==> src/rtl/freq_meas_pkg.sv <==
// Shared types and default sizing for the divided-clock measurement blocks.
package freq_meas_pkg;

  typedef enum logic [1:0] {
    IDLE,
    MEASURE,
    TRACK,
    LOCKED
  } fd_state_t;

  localparam int FD_CNT_W    = 16;
  localparam int FD_LOCK_CNT = 4;

endpackage

==> src/rtl/rise_detect.sv <==
// Rising-edge detector for a clk-synchronous strobe sampled as data.
module rise_detect (
  input  logic clk,
  input  logic rst,
  input  logic d_i,
  output logic rise_o
);

  logic d_q;

  always_ff @(posedge clk) begin
    // NOTE: d_q resets to 1 so an input already high at reset release is not taken as an edge.
    if (!rst) d_q <= 1'b1;
    else      d_q <= d_i;
  end

  assign rise_o = d_i & ~d_q;

endmodule

==> src/rtl/freq_ratio_detector.sv <==
// Measures period and high time of a divided clock sampled as data, and
// declares lock once successive periods agree within TOL for LOCK_CNT edges.
module freq_ratio_detector
  import freq_meas_pkg::*;
#(
  parameter int CNT_W    = FD_CNT_W,
  parameter int LOCK_CNT = FD_LOCK_CNT,
  parameter int TOL      = 0
) (
  input  logic             clk,
  input  logic             rst,
  input  logic             div_in,
  output logic [CNT_W-1:0] period,
  output logic [CNT_W-1:0] high_time,
  output logic             period_valid,
  output logic             locked,
  output logic             stuck
);

  localparam int               MW        = (LOCK_CNT < 1) ? 1 : $clog2(LOCK_CNT + 1);
  localparam logic [CNT_W-1:0] CNT_MAX   = '1;
  localparam logic [MW-1:0]    MATCH_MAX = MW'(LOCK_CNT);
  localparam logic [CNT_W:0]   TOL_W     = (CNT_W + 1)'(TOL);

  logic                  rise;
  fd_state_t             state_q, state_d;
  logic [CNT_W-1:0]      cnt_q, cnt_d;
  logic [CNT_W-1:0]      hi_cnt_q, hi_cnt_d;
  logic [CNT_W-1:0]      period_q, period_d;
  logic [CNT_W-1:0]      high_time_q, high_time_d;
  logic [MW-1:0]         match_cnt_q, match_cnt_d, match_inc;
  logic                  period_valid_q, period_valid_d;
  logic                  locked_q, locked_d;
  logic                  stuck_q, stuck_d;
  logic signed [CNT_W:0] diff;
  logic [CNT_W:0]        abs_diff;
  logic                  in_tol;

  rise_detect u_rise_detect (
    .clk    (clk),
    .rst    (rst),
    .d_i    (div_in),
    .rise_o (rise)
  );

  always_comb begin
    // NOTE: every combinational output gets a default first so no path can infer a latch.
    cnt_d    = (cnt_q == CNT_MAX) ? cnt_q : cnt_q + CNT_W'(1);
    hi_cnt_d = hi_cnt_q;
    if (div_in && hi_cnt_q != CNT_MAX) hi_cnt_d = hi_cnt_q + CNT_W'(1);
    if (rise) begin
      cnt_d    = CNT_W'(1);
      hi_cnt_d = CNT_W'(1);
    end
  end

  // Zero-extend before subtracting so the difference never wraps.
  assign diff      = $signed({1'b0, cnt_q}) - $signed({1'b0, period_q});
  assign abs_diff  = diff[CNT_W] ? $unsigned(-diff) : $unsigned(diff);
  assign in_tol    = (abs_diff <= TOL_W);
  assign match_inc = (match_cnt_q == MATCH_MAX) ? match_cnt_q : match_cnt_q + MW'(1);

  always_comb begin
    state_d        = state_q;
    period_d       = period_q;
    high_time_d    = high_time_q;
    period_valid_d = 1'b0;
    match_cnt_d    = match_cnt_q;
    locked_d       = locked_q;
    stuck_d        = stuck_q;
    if (rise) begin
      stuck_d = 1'b0;
      case (state_q)
        IDLE: state_d = MEASURE;
        MEASURE: begin
          period_d       = cnt_q;
          high_time_d    = hi_cnt_q;
          period_valid_d = 1'b1;
          match_cnt_d    = '0;
          state_d        = TRACK;
        end
        TRACK, LOCKED: begin
          period_d       = cnt_q;
          high_time_d    = hi_cnt_q;
          period_valid_d = 1'b1;
          if (in_tol) begin
            match_cnt_d = match_inc;
            if (match_inc == MATCH_MAX) begin
              state_d  = LOCKED;
              locked_d = 1'b1;
            end
          end else begin
            match_cnt_d = '0;
            locked_d    = 1'b0;
            state_d     = TRACK;
          end
        end
        default: state_d = IDLE;
      endcase
    end else if (cnt_q == CNT_MAX) begin
      // No edge for a full counter span: drop lock, keep the last measurement.
      stuck_d     = 1'b1;
      locked_d    = 1'b0;
      match_cnt_d = '0;
      state_d     = IDLE;
    end
  end

  always_ff @(posedge clk) begin
    // NOTE: sequential state uses non-blocking assignments so all registers update together.
    if (!rst) begin
      state_q        <= IDLE;
      cnt_q          <= '0;
      hi_cnt_q       <= '0;
      period_q       <= '0;
      high_time_q    <= '0;
      match_cnt_q    <= '0;
      period_valid_q <= 1'b0;
      locked_q       <= 1'b0;
      stuck_q        <= 1'b0;
    end else begin
      state_q        <= state_d;
      cnt_q          <= cnt_d;
      hi_cnt_q       <= hi_cnt_d;
      period_q       <= period_d;
      high_time_q    <= high_time_d;
      match_cnt_q    <= match_cnt_d;
      period_valid_q <= period_valid_d;
      locked_q       <= locked_d;
      stuck_q        <= stuck_d;
    end
  end

  assign period       = period_q;
  assign high_time    = high_time_q;
  assign period_valid = period_valid_q;
  assign locked       = locked_q;
  assign stuck        = stuck_q;

endmodule

==> config.mk <==
export PLATFORM = sky130hd
export DESIGN_NAME = freq_ratio_detector
export DESIGN_NICKNAME = d
export VERILOG_FILES = /design/src/rtl/freq_meas_pkg.sv /design/src/rtl/rise_detect.sv /design/src/rtl/freq_ratio_detector.sv
export SDC_FILE = /design/constraint.sdc
export NUM_CORES = 1
export LEC_CHECK = 0
export CORE_UTILIZATION = 45
export DETAILED_ROUTE_END_ITERATION = 10
export GPL_TIMING_DRIVEN = 0
export PLACE_DENSITY = 0.67
export SLEW_MARGIN = 20
export SYNTH_ARGS = -nofsm -noshare
export SYNTH_HDL_FRONTEND = slang
export SYNTH_SLANG_ARGS = --single-unit
==> constraint.sdc <==
create_clock -name clk -period 3.6 [get_ports clk]
set_input_delay 0.36 -clock clk [delete_from_list [all_inputs] [get_ports clk]]
set_output_delay 0.36 -clock clk [all_outputs]
set_load 0.01 [all_outputs]
Word-level counts from Yosys, hierarchy flattened
Cells that the tools add are included.
{ "classes": {"n_addsub": 5, "n_reduce_logical": 12, "muxes": 21, "eq_ne": 12, "magnitude_cmp": 1, "bitwise": 3} }
{ "ops": {"columns": ["cell", "n"], "rows": [
  ["adder 16 x 1 -> 16 bit (second input constant)", 2],
  ["<= comparator 17 x 1 -> 1 bit (second input constant)", 1],
  ["2-to-1 mux 17 bit", 1],
  ["negation 17 bit", 1],
  ["subtractor 16 x 16 -> 17 bit", 1],
  ["equality test 16 bit (second input constant)", 1],
  ["!= test 16 bit (second input constant)", 1],
  ["2-to-1 mux 3 bit", 4],
  ["2-to-1 mux 1 bit", 10],
  ["2-to-1 mux 2 bit", 4],
  ["AND reduction 2 bit", 4],
  ["equality test 3 bit (second input constant)", 2],
  ["one-hot mux 2 bit (3 select lines)", 1],
  ["one-hot mux 3 bit (2 select lines)", 1],
  ["equality test 2 bit (second input constant)", 2],
  ["!= test 4 bit (second input constant)", 1],
  ["nonzero test 2 bit", 2],
  ["OR reduction 2 bit", 2],
  ["adder 3 x 1 -> 3 bit (second input constant)", 1],
  ["!= test 3 x 1 -> 1 bit (second input constant)", 1],
  ["!= test 3 x 2 -> 1 bit (second input constant)", 1],
  ["AND reduction 3 bit", 1],
  ["OR reduction 3 bit", 1],
  ["equality test 2 x 1 -> 1 bit (second input constant)", 1],
  ["other kinds (6)", 7]
]} }
{ "word_totals": {"output_inout_bits": 35, "word_cells": 66, "register_bits": 73} }

Longest topological paths before layout
{ "depth": {"depth_word": 7, "ltp_mapped": 14} }

Modules after synthesis
Synthesis repeated with hierarchy kept, for this count alone.
{ "hier_totals": {"hier_cells": 581, "area_unflattened_um2": 4575.6} }
{ "by_module_without_submodules": {"columns": ["mod", "seq_area_each_um2", "instances", "area_per_inst_um2", "cells_each"], "rows": [
  ["freq_ratio_detector", 1441.4, 1, 4535.6, 578],
  ["rise_detect", 20.0, 1, 40.0, 3]
]} }

Worst setup path before layout
Ideal clock, no wire load.
{ "synth_timing": {"kind": "flip-flop to flip-flop", "from": "register period_q[0], in the netlist period[0]", "to": "register state_q[0]", "path_slack_ps": 183, "period_less_slack_ps": 3417, "path_stages_with_launch": 14, "arrival_ps": 3301, "t_required_ps": 3484, "path_cell_list": "dfxtp_1 > ha_1 > inv_1 > fa_1 > a211oi_2 > o31ai_2 > o211a_1 > a211oi_2 > nor3_1 > and4_1 > or3_4 > a2111oi_4 > a31oi_1 > o211a_1"} }
{ "synth_via": {"elab_chain_len": 7, "elab_cells_between_ends": 9} }
{ "synth_lines": {"columns": ["element", "line", "text"], "rows": [
  ["start: declaration", "freq_ratio_detector.sv:29", "logic [CNT_W-1:0] period_q, period_d;"],
  ["start signal: assignment", "freq_ratio_detector.sv:125", "period_q <= period_d;"],
  ["subtractor 16 x 16 -> 17 bit *", "freq_ratio_detector.sv:58", "assign diff = $signed({1'b0, cnt_q}) - $signed({1'b0, period_q});"],
  ["negation 17 bit", "freq_ratio_detector.sv:59", "assign abs_diff = diff[CNT_W] ? $unsigned(-diff) : $unsigned(diff);"],
  ["2-to-1 mux 17 bit *", "freq_ratio_detector.sv:59", null],
  ["<= comparator 17 x 1 -> 1 bit *", "freq_ratio_detector.sv:60", "assign in_tol = (abs_diff <= TOL_W);"],
  ["2-to-1 mux 2 bit", "freq_ratio_detector.sv:86", "if (in_tol) begin"],
  ["one-hot mux 2 bit (3 select lines)", "freq_ratio_detector.sv:73", "case (state_q)"],
  ["2-to-1 mux 2 bit", "freq_ratio_detector.sv:71", "if (rise) begin"],
  ["end signal: assignment", "freq_ratio_detector.sv:122", "state_q <= state_d;"],
  ["end: declaration", "freq_ratio_detector.sv:26", "fd_state_t state_q, state_d;"]
]} }
Every way passes the cells marked *; elsewhere a longest branch is shown, timed or not.
A chain may end at the register's enable or synchronous reset.

Worst setup path after layout
{ "layout_timing": {"from": "register cnt_q[0]", "to": "register match_cnt_q[0]"} }
{ "layout_via": {"elab_chain_len": 7, "elab_cells_between_ends": 10} }
{ "layout_lines": {"columns": ["element", "line", "text"], "rows": [
  ["start: declaration", "freq_ratio_detector.sv:27", "logic [CNT_W-1:0] cnt_q, cnt_d;"],
  ["start signal: assignment", "freq_ratio_detector.sv:123", "cnt_q <= cnt_d;"],
  ["subtractor 16 x 16 -> 17 bit", "freq_ratio_detector.sv:58", null],
  ["negation 17 bit", "freq_ratio_detector.sv:59", null],
  ["2-to-1 mux 17 bit", "freq_ratio_detector.sv:59", null],
  ["<= comparator 17 x 1 -> 1 bit", "freq_ratio_detector.sv:60", null],
  ["2-to-1 mux 3 bit", "freq_ratio_detector.sv:86", null],
  ["one-hot mux 3 bit (2 select lines)", "freq_ratio_detector.sv:73", null],
  ["2-to-1 mux 3 bit", "freq_ratio_detector.sv:71", null],
  ["end signal: assignment", "freq_ratio_detector.sv:127", "match_cnt_q <= match_cnt_d;"],
  ["end: declaration", "freq_ratio_detector.sv:31", "logic [MW-1:0] match_cnt_q, match_cnt_d, match_inc;"]
]} }
Parallel ways exist; a longest one is shown, timed or not.

==> results.md <==
* Outcome: finished clean
* TritonCTS Buffers at 9
* Placed inst area at 5120 um2
* DP Worst Slack at -0.239 ns
* Post-route worst setup slack at 0.00523 ns
* Slew @ Worst Pin at 0.646 ns
* Latest clock arrival within the worst-skew pair at 0.34 ns
* # clock sinks at 73
* Hold Path Depth at 2
* Initial Utilization at 46.7%
* CP max FO at 5
* Core area at 9820 um2
* Power Density at 347 nW/um2
* Final Instance Area at 5610 um2
* Cell area after synthesis at 4580 um2
* Max-cap viol count at 0
* Setup CP Type: reg2reg
* First-pass GRT wire length at 19000 um
* Worst Hold Class: reg2reg
* Area growth, synth to finish at 22.4%
* Routed wire length at 11700 um
* Max_slew headroom at 56.7%
* Area leader, netlist: dfxtp_1
* Residual DRC at 0
* Die Area at 10600 um2
* CP max-delay cell: a2111oi_4
* Initial DRT Pass Iterations at 5
* Port bufs at 37
* Clock slew at reported path FFs at 0.08 ns
* Post-synth EDFFs at 0
* ANT cells at 0
* Worst Path Arrival at 3.87 ns
* Overall power at 1.95 mW
* I/O pin count at 38
* Area contributors post-synth: dfxtp_1 (32%), nand2_1 (8.9%), a21boi_0 (5.7%), ha_1 (5.5%), nor2_1 (4.8%)
* CTS root buf: clkbuf_8
* Total global-route track usage at 22.9%
* Fmax at 0.278 GHz
* CTS tree: built
* Final Hold Viols at 0
* Worst r2r src: cnt_q[0]
* Largest net degree at the start of global routing at 14
* Final nets at 659
* Req. time, crit path at 3.88 ns
* RSZ-0062 raised after global routing: true
* Worst r2r dst: match_cnt_q[0]
* Fraction of final layout cells sized beyond drive strength 1 at 12.5%
* Max-slew violation count at 0
* Clock Skews at 0.0102 ns
* CP Capture Type: flip-flop
* Die width at 103 um
* Initial antenna violation count at 0
* Clock Tree Buf Depth at 2
* Register-to-register setup slack at 0.005 ns
* Yosys warns at 0
* Post-synth net total at 599
* Final HPWL DP at 8620 um
* P_leak at 2.07 nW
* Drt wl/cell at 15.1 um
* GPL Wtd Cong at 0.828
* Post-synthesis sequential area ratio at 31.9%
* Syn avg cell area at 7.97 um2
* Final worst-path cycle share at 99.9%
* Post-DRT Antenna Nets at 0
* Vias at 4265
* Gr ovfl total at 0
* #FFs+latches synth at 73
* Htree depth at 3
* Peak supply drop at 0.302 mV
* Rows at 36
* Worst Reg2Reg Path Length in Cells at 16
* # placed instances at 745
* DR vias/cell at 5.52
* Minimum clock period after layout at 3.59 ns
* Critical-path cell list: inv_2, ha_4, inv_2, fa_2, a211oi_4, o31a_4, xnor2_4, a2111oi_4, buf_4, nand4_1, a21oi_2, o221ai_4, a2111oi_4, buf_4, o211ai_1, a21boi_1
* DRT iter0 DRCs at 195
* Hold Path Sink: high_time[2]
* Hold slack at 0.467 ns
* Finished Layout Cells at 773
* Netlist cell types at 74
* Largest stage delay on the critical path at 0.44 ns
* # hold bufs at CTS at 0
* Fraction of registers with async set/reset at 0%
* Post-synth top area share at 31.9%
* DIE HEIGHT at 103 um
* Vias in the first global route at 4044
* Final setup viols at 0
* Setup crit start kind: flip-flop
* Top FF cell, synth: dfxtp_1
* Hold_sp: high_time[2]
* Cells after synthesis at 575
cell usage after synthesis (5+ instances only):
cell type,n
a21boi_0,35
o21ai_1,5
o21ai_0,17
dfxtp_1,73
xnor2_1,11
or3_1,10
a21o_1,7
and2_1,7
clkbuf_1,14
nor3_1,8
o21a_1,5
inv_1,22
xor2_1,20
a21oi_1,28
o211a_1,5
ha_1,20
o211ai_1,5
nand4_1,7
nand2_1,109
nand3_1,11
nor2_1,59
and3_1,12
layout by cell type (no fill, tap or decap), types with 4 or more instances in the layout:
cell             synthesis  routed
a21boi_0                35      35
a21o_1                   7       7
a21oi_1                 28      26
a21oi_2                  3       5
a31oi_1                  4       4
and2_1                   7       7
and3_1                  12      12
buf_2                    4       4
buf_4                    0      12
clkbuf_1                14      14
clkbuf_8                 0       9
clkdlybuf4s50_1          0      37
dfxtp_1                 73      71
ha_1                    20      18
inv_1                   22      20
mux2i_1                  4       4
nand2_1                109     109
nand2b_1                 4       4
nand3_1                 11      11
nand4_1                  7       7
nor2_1                  59      58
nor3_1                   8       6
o211a_1                  5       5
o211ai_1                 5       5
o21a_1                   5       4
o21ai_0                 17      15
o21ai_1                  5       6
or3_1                   10      10
xnor2_1                 11      11
xor2_1                  20      20
flip-flops by register name (all words and copies together), names as in the netlist, 2 cells and up:
name / count
cnt_q: 16
period: 16
match_cnt_q: 3
state_q: 2
high_time: 16
hi_cnt_q: 16
metal layers:
| metal | routed length, um | global-route usage [%] | part of all wire, % | vias up |
|---|---|---|---|---|
| met4 | 238 | 9.86 | 2.0 | 0 |
| met3 | 357 | 3.73 | 3.0 | 20 |
| met5 | 0 | 0 | 0 | - |
| met2 | 5760 | 39.6 | 49 | 95 |
| met1 | 5360 | 28.0 | 46 | 2011 |
| li1 | - | - | - | 2139 |
power by group:
| group | total (mW) | switching (mW) | internal (mW) | leakage, nW |
|---|---|---|---|---|
| clock network | 0.780 | 0.319 | 0.460 | 0.115 |
| logic | 0.346 | 0.195 | 0.151 | 1.37 |
| registers | 0.821 | 0.00845 | 0.813 | 0.590 |
cell type report:
| cell class | instances | area [um2] |
|---|---|---|
| Fill cell | 954 | 4210 |
| Multi-Input combinational cell | 462 | 3120 |
| Sequential cell | 73 | 1470 |
| Timing Repair Buffer | 49 | 460 |
| Tap cell | 133 | 166 |
| Clock buffer | 9 | 124 |
| Clock inverter | 7 | 119 |
| Inverter | 22 | 82.6 |
| Buffer | 18 | 72.6 |
kinds of logic after synthesis:
logic type                 synth area share (%)
AOI/OAI and AO/OA                          25.7
adders and majority gates                  5.90
muxes                                     0.874
xor gates and xnor gates                   6.28
and+or+nand+nor                            26.0
DFF                                        31.9
buffers and inverters                      3.39
worst max-delay path by stage:
stage / depth (start not counted) / startpoint / endpoint / slack [ns]
3_3_place_gp: 14 / cnt_q[0] / state_q[0] / -0.25
3_5_place_dp: 14 / cnt_q[0] / state_q[0] / -0.24
6_report: 16 / cnt_q[0] / match_cnt_q[0] / 0.005
4_1_cts: 15 / cnt_q[0] / locked / -0.007
2_1_floorplan: 13 / period[0] / state_q[0] / 0.18
5_1_grt: 16 / cnt_q[0] / match_cnt_q[0] / -0.18
worst max-delay path, delay by kind of cell (launching register included):
family	cells	cell delay, ns
XOR/XNOR	1	0.12
AO/OA/AOI/OAI	8	1.89
buffers and inverters	4	0.50
adder cells (fa/ha/maj)	2	0.55
flip-flops	1	0.33
AND/OR/NAND/NOR	1	0.15
timing repair:
action | 4_1_cts | 5_1_grt
gates resized for setup | 11 | 21
endpoints found under the setup margin | 5 | 5
setup buffers | 4 | 8
pin swaps | 5 | 17
metrics by stage:
step           setup TNS (ns)  util (%)
5_1_grt                -0.643      57.1
4_1_cts              -0.00694      55.6
2_1_floorplan               0         -
6_report                    0      57.1
3_5_place_dp           -0.910      52.1
3_3_place_gp           -0.820      52.1
No activity file was read; power rests on OpenSTA's default activity.
